===== config.mk =====
export PLATFORM = sky130hd
export DESIGN_NAME = ps2_rx_fifo
export DESIGN_NICKNAME = d
export VERILOG_FILES = /design/src/rtl/ps2_rx_fifo.sv
export SDC_FILE = /design/constraint.sdc
export NUM_CORES = 1
export LEC_CHECK = 0
export CAP_MARGIN = 25
export CORE_MARGIN = 1
export CORE_UTILIZATION = 45
export DETAILED_ROUTE_END_ITERATION = 8
export SYNTH_ARGS = -nofsm -noshare
export SYNTH_HDL_FRONTEND = slang
export SYNTH_SLANG_ARGS = --single-unit

===== constraint.sdc =====
create_clock -name clk -period 5.8 [get_ports clk]
set_input_delay 0.58 -clock clk [delete_from_list [all_inputs] [get_ports clk]]
set_output_delay 0.58 -clock clk [all_outputs]
set_load 0.1 [all_outputs]

===== src/rtl/ps2_rx_fifo.sv =====
// PS/2 receiver: synchronises and glitch-filters the PS/2 lines, deframes 11-bit frames,
// and queues good bytes in a first-word-fall-through FIFO with a valid/ready output.
module ps2_rx_fifo #(
  parameter int SYNC_STAGES    = 2,
  parameter int FILTER_LEN     = 4,
  parameter int TIMEOUT_CYCLES = 5000,
  parameter int FIFO_DEPTH     = 8,
  parameter int FIFO_AW        = 3
) (
  input  logic               clk,
  input  logic               reset_n,
  input  logic               ps2_clk,
  input  logic               ps2_data,
  output logic [7:0]         out_data,
  output logic               out_valid,
  input  logic               out_ready,
  output logic [FIFO_AW:0]   fifo_count,
  output logic               parity_err,
  output logic               frame_err,
  output logic               overflow
);

  localparam int FCW = $clog2(FILTER_LEN + 1);
  localparam int TCW = $clog2(TIMEOUT_CYCLES + 1);

  typedef enum logic [1:0] {IDLE, DATA, PARITY, STOP} state_t;

  logic [SYNC_STAGES-1:0] clk_sync, data_sync;
  logic                   clk_s, data_s;
  logic                   filt_clk, filt_prev;
  logic [FCW-1:0]         filt_cnt;
  logic                   sample;

  state_t                 state, state_d;
  logic [2:0]             bit_cnt, bit_cnt_d;
  logic [7:0]             shreg, shreg_d;
  logic                   par_bit, par_d;
  logic [TCW-1:0]         to_cnt;
  logic                   timeout, push, perr, ferr;

  logic [7:0]             mem [FIFO_DEPTH];
  logic [FIFO_AW-1:0]     wr_ptr, rd_ptr;
  logic                   full, pop, do_push;

  always_ff @(posedge clk or negedge reset_n) begin
    if (!reset_n) begin
      clk_sync  <= '1;
      data_sync <= '1;
    end else begin
      clk_sync  <= {clk_sync[SYNC_STAGES-2:0], ps2_clk};
      data_sync <= {data_sync[SYNC_STAGES-2:0], ps2_data};
    end
  end

  assign clk_s  = clk_sync[SYNC_STAGES-1];
  assign data_s = data_sync[SYNC_STAGES-1];

  // The filtered level only follows the line after FILTER_LEN consecutive disagreeing cycles.
  always_ff @(posedge clk or negedge reset_n) begin
    if (!reset_n) begin
      filt_clk  <= 1'b1;
      filt_prev <= 1'b1;
      filt_cnt  <= '0;
    end else begin
      filt_prev <= filt_clk;
      if (clk_s == filt_clk) begin
        filt_cnt <= '0;
      end else if (filt_cnt == FCW'(FILTER_LEN - 1)) begin
        filt_clk <= clk_s;
        filt_cnt <= '0;
      end else begin
        filt_cnt <= filt_cnt + FCW'(1);
      end
    end
  end

  assign sample = filt_prev & ~filt_clk;

  always_ff @(posedge clk or negedge reset_n) begin
    if (!reset_n) begin
      state   <= IDLE;
      bit_cnt <= '0;
      shreg   <= '0;
      par_bit <= 1'b0;
      to_cnt  <= '0;
    end else begin
      state   <= state_d;
      bit_cnt <= bit_cnt_d;
      shreg   <= shreg_d;
      par_bit <= par_d;
      if (state == IDLE || sample || timeout)
        to_cnt <= '0;
      else
        to_cnt <= to_cnt + TCW'(1);
    end
  end

  // A sample event in the same cycle as the timeout limit wins, since it proves the line is alive.
  always_comb begin
    state_d   = state;
    bit_cnt_d = bit_cnt;
    shreg_d   = shreg;
    par_d     = par_bit;
    push      = 1'b0;
    perr      = 1'b0;
    ferr      = 1'b0;
    timeout   = (state != IDLE) && !sample && (to_cnt == TCW'(TIMEOUT_CYCLES - 1));
    if (timeout) begin
      state_d = IDLE;
      ferr    = 1'b1;
    end else if (sample) begin
      case (state)
        IDLE: begin
          if (!data_s) begin
            state_d   = DATA;
            bit_cnt_d = '0;
          end
        end
        DATA: begin
          shreg_d[bit_cnt] = data_s;
          if (bit_cnt == 3'd7)
            state_d = PARITY;
          else
            bit_cnt_d = bit_cnt + 3'd1;
        end
        PARITY: begin
          par_d   = data_s;
          state_d = STOP;
        end
        STOP: begin
          ferr    = !data_s;
          perr    = !(^{shreg, par_bit});
          push    = data_s && (^{shreg, par_bit});
          state_d = IDLE;
        end
        default: state_d = IDLE;
      endcase
    end
  end

  assign full      = (fifo_count == (FIFO_AW+1)'(FIFO_DEPTH));
  assign out_valid = (fifo_count != '0);
  assign pop       = out_valid & out_ready;
  assign do_push   = push & (~full | pop);
  assign out_data  = out_valid ? mem[rd_ptr] : 8'h00;

  // Storage is not reset; out_data is masked to zero whenever the FIFO is empty.
  always_ff @(posedge clk) begin
    if (do_push)
      mem[wr_ptr] <= shreg;
  end

  always_ff @(posedge clk or negedge reset_n) begin
    if (!reset_n) begin
      wr_ptr     <= '0;
      rd_ptr     <= '0;
      fifo_count <= '0;
      parity_err <= 1'b0;
      frame_err  <= 1'b0;
      overflow   <= 1'b0;
    end else begin
      parity_err <= perr;
      frame_err  <= ferr;
      overflow   <= push & full & ~pop;
      if (do_push)
        wr_ptr <= wr_ptr + FIFO_AW'(1);
      if (pop)
        rd_ptr <= rd_ptr + FIFO_AW'(1);
      case ({do_push, pop})
        2'b10:   fifo_count <= fifo_count + (FIFO_AW+1)'(1);
        2'b01:   fifo_count <= fifo_count - (FIFO_AW+1)'(1);
        default: fifo_count <= fifo_count;
      endcase
    end
  end

endmodule

==> results by group <==
Power and ir drop
  • Tot Pwr: 3.532 mW
  • Maximum VDD drop: 0.3241 mV
  • P_leak: 2.350 nW
  • Power Density: 593.8 nW/µm²

Layout
  • Finished Cell Area: 5948 µm²
  • ANT cells: 0
  • Commonest non-fill, non-tap cell in the layout: edfxtp_1
  • Final Core Density: 0.5685
  • Nets@finish: 382
  • Share of cells above drive strength 1: 0.2074
  • Most frequent cells in the layout: 64 x edfxtp_1, 43 x dfrtp_1, 31 x nor2_1
  • Synth-to-Final Area Change: 20.72%

Synth
  • Ys async rst share: 0.4336
  • Synth Net Count: 345
  • EDFF count, synth: 64
  • Sequential area share after synthesis: 0.6404
  • Synth Instances: 326
  • Synth warn: 0
  • Synth Flop Type: edfxtp_1
  • Syn Area/Cell: 15.11 µm²
  • Unique cell type count in the Yosys netlist: 44
  • #FFs+latches synth: 113
  • Mapped Area: 4927 µm²

Worst setup path
  • Critical path required time: 5220 ps
  • Critical Path Start Type: flop
  • CP max stage cell: clkdlybuf4s50_1
  • Crit path from: rd_ptr[0]$_DFFE_PN0P_
  • Capture point of the worst reg-to-reg path: fifo_count[3]$_DFFE_PN0P_
  • FF-to-FF Start: shreg[4]$_DFFE_PN0P_
  • CP Capture Point: out_data[2]
  • Maximum fanout along the worst path: 12
  • Critical Path End Type: output port
  • R2r worst-path depth: 11
  • Setup CP Type: flop to output port
  • CP cell instances: buf_16 -> mux4_2 -> mux2i_1 -> nor2_1 -> clkdlybuf4s50_1
  • Crit-path max cell delay: 960 ps
  • Worst Path Arrival: 3120 ps
  • R2r setup slk: 2620 ps

Placement
  • Dpl cell area: 5313 µm²
  • Detailed placement HPWL: 5322 µm
  • DP Worst Slack: 2315 ps
  • GP Congestion: 0.7159
  • Port bufs: 20

Routing
  • DR DRC count: 0
  • Via/cell ratio: 5.273
  • DRT Wirelength: 8700 µm
  • DR iter-0 viols: 106
  • Post-route ant nets: 0
  • Vias post-DR: 2,700
  • DR WL/cell: 16.99 µm
  • Drt pass-1 iters: 4

Timing
  • Max-slew violation count: 0
  • Skew final: 14.41 ps
  • Tmin final: 3698 ps
  • Fmax: 270.4 MHz
  • Final worst path period share: 0.6375
  • Unrepaired setup endpoints after global routing: no
  • Slew headroom: 0.3485
  • Final worst setup slack: 2102 ps
  • Setup TNS: 0 ps
  • Final setup violation count: 0
  • Final Hold Fails: 0
  • Slew @ Worst Pin: 974.2 ps

Clock network
  • Sink Count: 113
  • Clk root buf: clkbuf_8
  • Post-CTS setup buffers: 0
  • Total CTS buffers: 17
  • Max Buffers Root-to-Sink: 2
  • # H-tree levels: 4
  • Worst-skew pair later-pin latency: 510 ps
  • TritonCTS clock tree: yes
  • Clock transition at path regs: 60 ps
  • Post_cts resized: 0
  • Hold-fix buffer count after cts: 0

Die
  • Num ports: 21
  • Initial core utilization: 0.4709
  • Chip Height: 106.6 µm
  • Core area: 10,460 µm²
  • Die area: 11,370 µm²
  • Die Width: 106.6 µm
  • Row cnt: 37

Global route
  • Grt total ovfl: 0
  • Global-route wire length before repair: 14,420 µm
  • Total GRT Usage: 0.1733
  • Vias in the first global route: 2,721
  • Largest net degree at the start of global routing: 50
  • Initial antenna violation count: 0

Run status
  • Status: finished, final reports clean

Job
  • Maxcap violations: 0

Worst hold path
  • Hold Crit Class: input port to asynchronous set/reset pin
## Yosys cell counts (2+ instances only)
library cell,n,area [µm²]
nor3b_1,5,37.54
clkbuf_1,6,22.52
mux2i_1,11,110.1
nor2b_1,4,25.02
edfxtp_1,64,1922
nor3_1,8,40.04
nand3b_1,2,15.01
and3_1,4,25.02
mux4_2,16,360.4
mux2_2,12,135.1
buf_1,2,7.510
a21o_1,2,15.01
nand2b_1,2,12.51
a22oi_1,2,15.01
inv_1,8,30.03
mux2_4,2,30.03
nor2_1,31,116.4
dfrtp_1,43,1076
ha_1,13,162.7
dfstp_2,6,157.7
o21ai_0,6,30.03
nor4b_1,3,26.28
nand2_1,20,75.07
nand3_1,7,35.03
xor2_1,12,105.1
and2_1,2,12.51
nand4_1,3,18.77
a211oi_1,3,22.52
xnor2_1,10,87.58
and4_1,3,26.28
## where the power goes
part / leakage [nW] / switching, mW / internal, mW
Combinational: 0.843 / 0.823 / 0.488
Clock: 0.288 / 0.347 / 0.695
Sequential: 1.22 / 0.192 / 0.989
## layer usage
| layer | track usage | vias to the layer above | wire (µm) |
|---|---|---|---|
| met2 | 0.2760 | 36 | 4379 |
| met1 | 0.2288 | 1364 | 3998 |
| met3 | 0.04620 | 7 | 245 |
| li1 | - | 1293 | - |
| met4 | 0.06458 | 0 | 76 |
| met5 | 0 | - | 0 |
## metrics by stage
step | hold slack, ps | std cells
floorplan | 284.4 | 326
global placement | 345.6 | 478
detailed placement | 347.3 | 479
CTS | 181.7 | 511
global route | 226.7 | 512
finish | 186.7 | 512
## worst min path at each step
stage | start | to | slack [ps] | cells after the start
floorplan | reset_n | bit_cnt[0]$_DFFE_PN0P_ | 280 | 0
global placement | clk_sync[0]$_DFF_PN1_ | clk_sync[1]$_DFF_PN1_ | 350 | 0
detailed placement | data_sync[0]$_DFF_PN1_ | data_sync[1]$_DFF_PN1_ | 350 | 0
CTS | reset_n | frame_err$_DFF_PN0_ | 180 | 2
global route | reset_n | filt_cnt[0]$_DFF_PN0_ | 230 | 2
finish | reset_n | filt_cnt[0]$_DFF_PN0_ | 190 | 2
## cell families (layout without fill, tap and decap cells)
logic type,count (synthesis),after routing,synth area share
flip-flops,113,113,0.6404
XOR/XNOR,25,25,0.05332
multiplexers,42,42,0.1318
adder cells (fa/ha/maj),14,14,0.03708
AND/OR/NAND/NOR,98,98,0.1013
buffers and inverters,17,67,0.01320
AO/OA/AOI/OAI,17,17,0.02285
## critical path, delay by kind of cell (launching register included)
kind,cells,cell delay (ps)
flip-flops,1,670
AND/OR/NAND/NOR,1,60
buffers and inverters,2,1180
multiplexers,2,690
## registers in the layout (all words and copies together) (netlist names), 2 cells and up
name,count
bit_cnt,3
clk_sync,2
data_sync,2
fifo_count,4
filt_cnt,3
mem,64
rd_ptr,3
shreg,8
state,2
to_cnt,13
wr_ptr,3
## final cells by class
cell class,count,area (µm²)
fillers,847,4514
well taps,136,170.2
inverters,8,30.03
clock buffers,18,417.9
flip-flops and latches,113,3156
clock inverters,14,190.2
repair buffers,27,267.8
multi-input cells,196,1717
No activity file was read; power rests on OpenSTA's default activity.
